<file path="src/rtl/tx_serial_arbitro_rr_if.sv">
// Bundle between requesters/transmitter (master side) and the round-robin arbiter (slave side).
// Signal names follow the transmitter's own naming so the wiring reads one-to-one.
interface tx_serial_arbitro_rr_if #(
    parameter int N_REQ = 4
);
    logic [N_REQ-1:0]   req;
    logic [7*N_REQ-1:0] dados_req;
    logic               tx_pronto;
    logic               tx_partida;
    logic [6:0]         tx_dados;
    logic [N_REQ-1:0]   grant;
    logic [N_REQ-1:0]   ack;
    logic               erro;
    logic               ocupado;
    logic [3:0]         db_estado;
    logic [7:0]         db_total;

    modport master (
        output req, dados_req, tx_pronto,
        input  tx_partida, tx_dados, grant, ack, erro, ocupado, db_estado, db_total
    );

    modport slave (
        input  req, dados_req, tx_pronto,
        output tx_partida, tx_dados, grant, ack, erro, ocupado, db_estado, db_total
    );
endinterface

</file>
<file path="src/rtl/tx_serial_arbitro_rr.sv">
// Round-robin sequencer sharing one 7O1 serial transmitter among N_REQ requesters,
// with a watchdog that abandons a frame whose tx_pronto never arrives.
module tx_serial_arbitro_rr #(
    parameter int N_REQ   = 4,
    parameter int TIMEOUT = 65536
) (
    input logic                   clock,
    input logic                   reset,
    tx_serial_arbitro_rr_if.slave bus
);
    localparam int IDX_W = $clog2(N_REQ);
    localparam int WD_W  = $clog2(TIMEOUT);
    localparam logic [WD_W-1:0] WD_LAST = WD_W'(TIMEOUT - 1);

    typedef enum logic [1:0] {
        OCIOSO  = 2'd0,
        PARTIDA = 2'd1,
        ESPERA  = 2'd2,
        CONCLUI = 2'd3
    } estado_t;

    estado_t            estado_q;
    logic [IDX_W-1:0]   ponteiro_q;
    logic [IDX_W-1:0]   idx_q;
    logic [WD_W-1:0]    watchdog_q;
    logic [6:0]         tx_dados_q;
    logic [N_REQ-1:0]   grant_q;
    logic [N_REQ-1:0]   ack_q;
    logic               erro_q;
    logic               tx_partida_q;
    logic [7:0]         db_total_q;

    logic [6:0]         chars [N_REQ];
    logic [IDX_W-1:0]   pick_idx;
    logic               pick_ok;

    for (genvar g = 0; g < N_REQ; g++) begin : g_chars
        assign chars[g] = bus.dados_req[7*g +: 7];
    end

    // Scan starts at the pointer and wraps, so the last winner is checked last.
    always_comb begin
        int               s;
        logic [IDX_W-1:0] cand;
        // NOTE: every always_comb output gets a default up front so no path infers a latch.
        s        = 0;
        cand     = '0;
        pick_ok  = 1'b0;
        pick_idx = '0;
        for (int k = 0; k < N_REQ; k++) begin
            s = int'(ponteiro_q) + k;
            if (s >= N_REQ) s = s - N_REQ;
            cand = IDX_W'(s);
            if (!pick_ok && bus.req[cand]) begin
                pick_ok  = 1'b1;
                pick_idx = cand;
            end
        end
    end

    // NOTE: all state uses non-blocking assignments so every register sees pre-edge values.
    always_ff @(posedge clock) begin
        if (!reset) begin
            estado_q     <= OCIOSO;
            ponteiro_q   <= '0;
            idx_q        <= '0;
            watchdog_q   <= '0;
            tx_dados_q   <= '0;
            grant_q      <= '0;
            ack_q        <= '0;
            erro_q       <= 1'b0;
            tx_partida_q <= 1'b0;
            db_total_q   <= '0;
        end else begin
            tx_partida_q <= 1'b0;
            ack_q        <= '0;
            erro_q       <= 1'b0;
            case (estado_q)
                OCIOSO: begin
                    if (pick_ok) begin
                        estado_q     <= PARTIDA;
                        idx_q        <= pick_idx;
                        grant_q      <= N_REQ'(1) << pick_idx;
                        tx_dados_q   <= chars[pick_idx];
                        tx_partida_q <= 1'b1;
                    end
                end
                PARTIDA: begin
                    watchdog_q <= '0;
                    estado_q   <= ESPERA;
                end
                ESPERA: begin
                    watchdog_q <= watchdog_q + WD_W'(1);
                    if (bus.tx_pronto) begin
                        estado_q   <= CONCLUI;
                        ack_q      <= grant_q;
                        db_total_q <= db_total_q + 8'd1;
                    end else if (watchdog_q == WD_LAST) begin
                        estado_q <= CONCLUI;
                        erro_q   <= 1'b1;
                    end
                end
                CONCLUI: begin
                    ponteiro_q <= (idx_q == IDX_W'(N_REQ - 1)) ? '0 : idx_q + IDX_W'(1);
                    grant_q    <= '0;
                    estado_q   <= OCIOSO;
                end
                default: estado_q <= OCIOSO;
            endcase
        end
    end

    assign bus.tx_partida = tx_partida_q;
    assign bus.tx_dados   = tx_dados_q;
    assign bus.grant      = grant_q;
    assign bus.ack        = ack_q;
    assign bus.erro       = erro_q;
    assign bus.ocupado    = (estado_q != OCIOSO);
    assign bus.db_estado  = {2'b00, estado_q};
    assign bus.db_total   = db_total_q;
endmodule
</file>
<file path="src/flat_wrapper.sv">
// flat-port wrapper written by rule: the top's interface ports become plain ports
module tx_serial_arbitro_rr_flat 
#(
    parameter int N_REQ   = 4,
    parameter int TIMEOUT = 65536
)
  (clock, reset, bus_req, bus_dados_req, bus_tx_pronto, bus_tx_partida, bus_tx_dados, bus_grant, bus_ack, bus_erro, bus_ocupado, bus_db_estado, bus_db_total);
  tx_serial_arbitro_rr_if #(.N_REQ(N_REQ)) bus_i ();
  input logic clock;
  input logic reset;
  input wire logic [$bits(bus_i.req)-1:0] bus_req;
  input wire logic [$bits(bus_i.dados_req)-1:0] bus_dados_req;
  input wire logic [$bits(bus_i.tx_pronto)-1:0] bus_tx_pronto;
  output wire logic [$bits(bus_i.tx_partida)-1:0] bus_tx_partida;
  output wire logic [$bits(bus_i.tx_dados)-1:0] bus_tx_dados;
  output wire logic [$bits(bus_i.grant)-1:0] bus_grant;
  output wire logic [$bits(bus_i.ack)-1:0] bus_ack;
  output wire logic [$bits(bus_i.erro)-1:0] bus_erro;
  output wire logic [$bits(bus_i.ocupado)-1:0] bus_ocupado;
  output wire logic [$bits(bus_i.db_estado)-1:0] bus_db_estado;
  output wire logic [$bits(bus_i.db_total)-1:0] bus_db_total;
  assign bus_i.req = bus_req;
  assign bus_i.dados_req = bus_dados_req;
  assign bus_i.tx_pronto = bus_tx_pronto;
  assign bus_tx_partida = bus_i.tx_partida;
  assign bus_tx_dados = bus_i.tx_dados;
  assign bus_grant = bus_i.grant;
  assign bus_ack = bus_i.ack;
  assign bus_erro = bus_i.erro;
  assign bus_ocupado = bus_i.ocupado;
  assign bus_db_estado = bus_i.db_estado;
  assign bus_db_total = bus_i.db_total;
  tx_serial_arbitro_rr #(.N_REQ(N_REQ), .TIMEOUT(TIMEOUT)) u_core (.clock(clock), .reset(reset), .bus(bus_i));
endmodule
</file>
<file path="config.mk">
export PLATFORM = sky130hd
export DESIGN_NAME = tx_serial_arbitro_rr_flat
export DESIGN_NICKNAME = d
export VERILOG_FILES = /design/src/rtl/tx_serial_arbitro_rr_if.sv /design/src/rtl/tx_serial_arbitro_rr.sv /design/src/flat_wrapper.sv
export SDC_FILE = /design/constraint.sdc
export NUM_CORES = 1
export LEC_CHECK = 0
export ABC_AREA = 1
export CAP_MARGIN = 20
export CELL_PAD_IN_SITES_DETAIL_PLACEMENT = 0
export CELL_PAD_IN_SITES_GLOBAL_PLACEMENT = 2
export CORE_ASPECT_RATIO = 0.6
export CORE_MARGIN = 2
export CORE_UTILIZATION = 29
export DETAILED_ROUTE_END_ITERATION = 6
export MAX_ROUTING_LAYER = met4
export PLACE_DENSITY_LB_ADDON = 0.1
export SETUP_SLACK_MARGIN = 0.05
export SLEW_MARGIN = 0
export SYNTH_ARGS = -nofsm -noshare
export SYNTH_HDL_FRONTEND = slang
export SYNTH_SLANG_ARGS = --single-unit
</file>
<file path="constraint.sdc">
create_clock -name clock -period 6.1 [get_ports clock]
set_input_delay 1.22 -clock clock [delete_from_list [all_inputs] [get_ports clock]]
set_output_delay 1.22 -clock clock [all_outputs]
set_load 0.01 [all_outputs]
</file>
==> results list <==
* Share of the yosys chip area belonging to registers: 0.348
* Die width: 129 um
- The number of pins exceeding their max-slew limit in the final report is 0.
- Layout area overhead: 31.0%
- Among all stages on the critical path, the largest delay is contributed by sky130_fd_sc_hd__clkdlybuf4s50_1.
- Core area: 0.00912 mm^2
- Data on the critical path is required at its endpoint by 6.30 ns.
- Ordered cell list for the critical path: clkdlybuf4s50_1, nand2_1, nand2_1, inv_1, nor3b_1
- In this run the cell area of the synthesized design comes to 0.00270 mm^2.
* Leading cell type in the layout, fill and taps excluded: sky130_fd_sc_hd__nand2_1
- Layout cells sized above 1: 0.134
- Worst clock skew: 0.00368 ns
- After detailed placement, the total cell area comes to 0.00340 mm^2.
* FMAX: 340 MHz
* Setup violators final: 0
* CTS Hold Bufs: 0
* Final Hold Violating Endpoints: 0
- Clock latency on the worst-skew pair: 0.28 ns
* Final worst-path cycle share: 0.482
- Summing over every cut layer, the via total after detailed routing is 2462.
- The clock tree synthesis step divided the H-tree into 2 levels.
- Clock-pin slew was measured on the worst setup and hold paths at 0.06 ns.
- Final WS setup: 3.16 ns
- For this block, the routed nets add up to 7.23 mm of wire.
* Static Leakage: 1.43 nW
* Post-Route Setup TNS: 0 ns
- The share of total power dissipated in combinational logic is 0.500.
- Number of flip-flops and latches in the synthesized netlist: 47
* Aggregate global-route resource usage: 0.159
- Total buffers and inverters traversed by the critical path: 2
- The tree is rooted in a sky130_fd_sc_hd__clkbuf_16.
- The share of total power dissipated in sequential elements is 0.300.
* FILL cells: 970
* Hold depth: 2
- In this design, the stage delay of the slowest critical-path cell is 1.05 ns.
* Remaining Overflow, GRT: 0
* Transition time of the tightest slew-check pin: 0.888 ns
* Remaining max-slew budget at the tightest pin: 0.406
- Nets: 481
* Top area cells in the synthesized netlist: sky130_fd_sc_hd__dfxtp_1 (35%), sky130_fd_sc_hd__nand2_1 (13%), sky130_fd_sc_hd__inv_1 (5.7%), sky130_fd_sc_hd__nand3_1 (5.4%), sky130_fd_sc_hd__nor2_1 (5.1%)
* Largest delay share family, worst path: buffers and inverters
- The clock net in this run drives a total of 47 sinks.
- Hold Slack: 0.441 ns
* Die Area: 0.0101 mm^2
- The number of antenna violations at the first check in global routing was 0.
- Type of element capturing the critical path: flip-flop
- Largest buffer count on any clock path: 2
* Unrepaired setup endpoints after global routing: false
- In the routed layout, each cell is associated on average with a via count of 4.42.
- Counting flops with a built-in enable in the synthesized netlist gives 0.
- I/O pin cnt: 65
* Number of global-route vias before repair: 2442
- Pin count of the biggest net entering global routing: 26
* Post-CTS setup buffer count: 0
- TritonCTS built the clock tree.
* Worst path most repeated cell: sky130_fd_sc_hd__nand2_1
- The repair_antennas step left the layout with diodes totalling 0.
* Worst VDD drop: 129 uV
- In this run the power density over the cells is 379 mW/mm^2.
- Power share of the clock group: 0.200
- Pre-CTS setup slack: 2.80 ns
- Routability-driven placement finished with a final weighted congestion of 0.786.
- At the end of the flow the core is filled with cells to 0.388.
- Dividing the detail-routed wire length by the instance count gives 13.0 um.
- Share of the synthesized area in the top cell type: 0.348
- Number of buffers added by the clock tree synthesis step: 5
- Global-route wire length before repair: 12.2 mm
- Synthesized netlist cell count: 378
* Switching share of power: 0.430
- STA classifies the critical path startpoint as an input port.
- The worst path in the final design needs a cycle of 2.94 ns, including I/O delays and setup.
- The largest total area in the synthesized netlist belongs to sky130_fd_sc_hd__dfxtp_1.
- The tool flagged a number of max-cap violations equal to 0.
* Critical path type: input port to flip-flop
* Worst Path Arrival: 3.15 ns
* Run status: finished clean
- Summing all non-filler instances in the final layout gives an area of 0.00354 mm^2.
* Post-route DRC: 0
- Count of cells along the worst register-to-register path: 13
* Top library cells by usage in the layout, fill and taps aside: sky130_fd_sc_hd__nand2_1 (91), sky130_fd_sc_hd__clkdlybuf4s50_1 (62), sky130_fd_sc_hd__dfxtp_1 (47)
* Ys async rst share: 0
* Min-delay worst type: flip-flop to flip-flop
- Before antenna repair, the detailed router went through 4 iterations.
- The analysis attributes to net switching a power of 0.000576 W.
* Worst-path maximum fanout: 25
- For this run, the number of Yosys warnings is 0.
- The die is 78.7 um tall.
* Pint: 0.000763 W
- The initial utilization of the core area, before any placement, comes to 0.296.
* CP Depth: 5
* Number of rows created at floorplan: 27
- Number of different library cells in the post-synthesis netlist: 37
- Number of nets with antenna violations after detailed routing: 0
- Resize count post-CTS: 0
* Post-DP HPWL: 5.62 mm
- Initial drt markers: 155
* Average size of a mapped cell: 7.14 um^2
- Port bufs: 62
- In the synthesized netlist the dominant register cell turns out to be sky130_fd_sc_hd__dfxtp_1.
## worst reg2reg max path: stages (launching register included)
cell and delay, ns:
sky130_fd_sc_hd__dfxtp_1 0.68, sky130_fd_sc_hd__inv_2 0.25, sky130_fd_sc_hd__nand2_2 0.14, sky130_fd_sc_hd__nand3_2 0.12, sky130_fd_sc_hd__nand2_4 0.13, sky130_fd_sc_hd__inv_4 0.06, sky130_fd_sc_hd__nand2_1 0.06, sky130_fd_sc_hd__nand2_1 0.06
sky130_fd_sc_hd__nand2_2 0.08, sky130_fd_sc_hd__nand3_4 0.21, sky130_fd_sc_hd__nand3_1 0.18, sky130_fd_sc_hd__nand3_1 0.10, sky130_fd_sc_hd__nor2_1 0.15, sky130_fd_sc_hd__nor2_1 0.05
## stage by stage
step | total power [W] | std cells
final | 0.00134 | 557
after global routing | 0.00146 | 557
after CTS | 0.00136 | 557
after detailed placement | 0.00109 | 549
after global placement | 0.00109 | 549
after floorplan | 0.000884 | 379
## worst paths after layout
path | from | endpoint | slack, ns
max | reset | u_core.watchdog_q[12]$_SDFFE_PN0P_ | 3.16
min | u_core.watchdog_q[14]$_SDFFE_PN0P_ | u_core.watchdog_q[14]$_SDFFE_PN0P_ | 0.44
max reg2reg | u_core.ponteiro_q[0]$_SDFFE_PN0P_ | u_core.bus.tx_dados[0]$_SDFFE_PN0P_ | 3.72
min reg2reg | u_core.watchdog_q[14]$_SDFFE_PN0P_ | u_core.watchdog_q[14]$_SDFFE_PN0P_ | 0.44
## per-layer routing
metal  global-route usage  routed length (um)  vias to the layer above
met4               0.0293                  46                        0
met5                    -                   0                        -
li1                     -                   -                     1333
met1                0.252                4320                     1052
met3               0.0371                 405                        7
met2                0.198                2460                       70
## cells by family (layout without fill, tap and decap cells)
kind of cell / Yosys count / after routing / share of synthesized area
buffers and inverters: 56 / 118 / 0.0941
flip-flops: 47 / 47 / 0.348
adder cells (fa/ha/maj): 6 / 6 / 0.0278
AND/OR/NAND/NOR: 219 / 219 / 0.430
other: 1 / 2 / 0.00139
XOR/XNOR: 2 / 2 / 0.00649
AO/OA/AOI/OAI: 47 / 47 / 0.0918
## synthesized netlist by cell type (3+ instances only)
cell and n:
sky130_fd_sc_hd__buf_4 3, sky130_fd_sc_hd__inv_1 41, sky130_fd_sc_hd__inv_2 6, sky130_fd_sc_hd__nand2_2 13, sky130_fd_sc_hd__nand2_4 6, sky130_fd_sc_hd__nor3b_1 3, sky130_fd_sc_hd__dfxtp_1 47, sky130_fd_sc_hd__nand2_1 91
sky130_fd_sc_hd__nand3_4 3, sky130_fd_sc_hd__a21oi_1 22, sky130_fd_sc_hd__o21ai_1 7, sky130_fd_sc_hd__nor3_1 8, sky130_fd_sc_hd__nand3_2 11, sky130_fd_sc_hd__nand3_1 29, sky130_fd_sc_hd__nand4_1 3, sky130_fd_sc_hd__nor2_1 37
sky130_fd_sc_hd__o21ai_0 14, sky130_fd_sc_hd__ha_1 6, sky130_fd_sc_hd__nor2_2 6
## state kept, by name (all words and copies together) (netlist names)
register               count
u_core.bus.tx_dados        7
u_core.bus.erro            1
u_core.bus.ack             4
u_core.estado_q            2
u_core.bus.db_total        8
u_core.bus.tx_partida      1
u_core.idx_q               2
u_core.watchdog_q         16
u_core.bus.grant           4
u_core.ponteiro_q          2
## power by group through the flow
stage	registers (W)	clock network (W)	logic (W)
2_1_floorplan	0.000408	0	0.000475
4_1_cts	0.000402	0.000276	0.000683
6_report	0.000401	0.000268	0.000670
3_3_place_gp	0.000410	0	0.000677
3_5_place_dp	0.000407	0	0.000679
5_1_grt	0.000409	0.000288	0.000764
## layout make-up
| cell class | instances | area [um^2] | share of cell area |
|---|---|---|---|
| clock inverter | 1 | 5.00 | 0.00142 |
| clock buffer | 7 | 133 | 0.0375 |
| multi-input combinational | 276 | 1510 | 0.427 |
| inverter | 48 | 183 | 0.0517 |
| sequential | 47 | 941 | 0.266 |
| tap | 116 | 145 | 0.0410 |
| timing repair buffer | 62 | 621 | 0.176 |
Power figures use the tool's default switching activity.
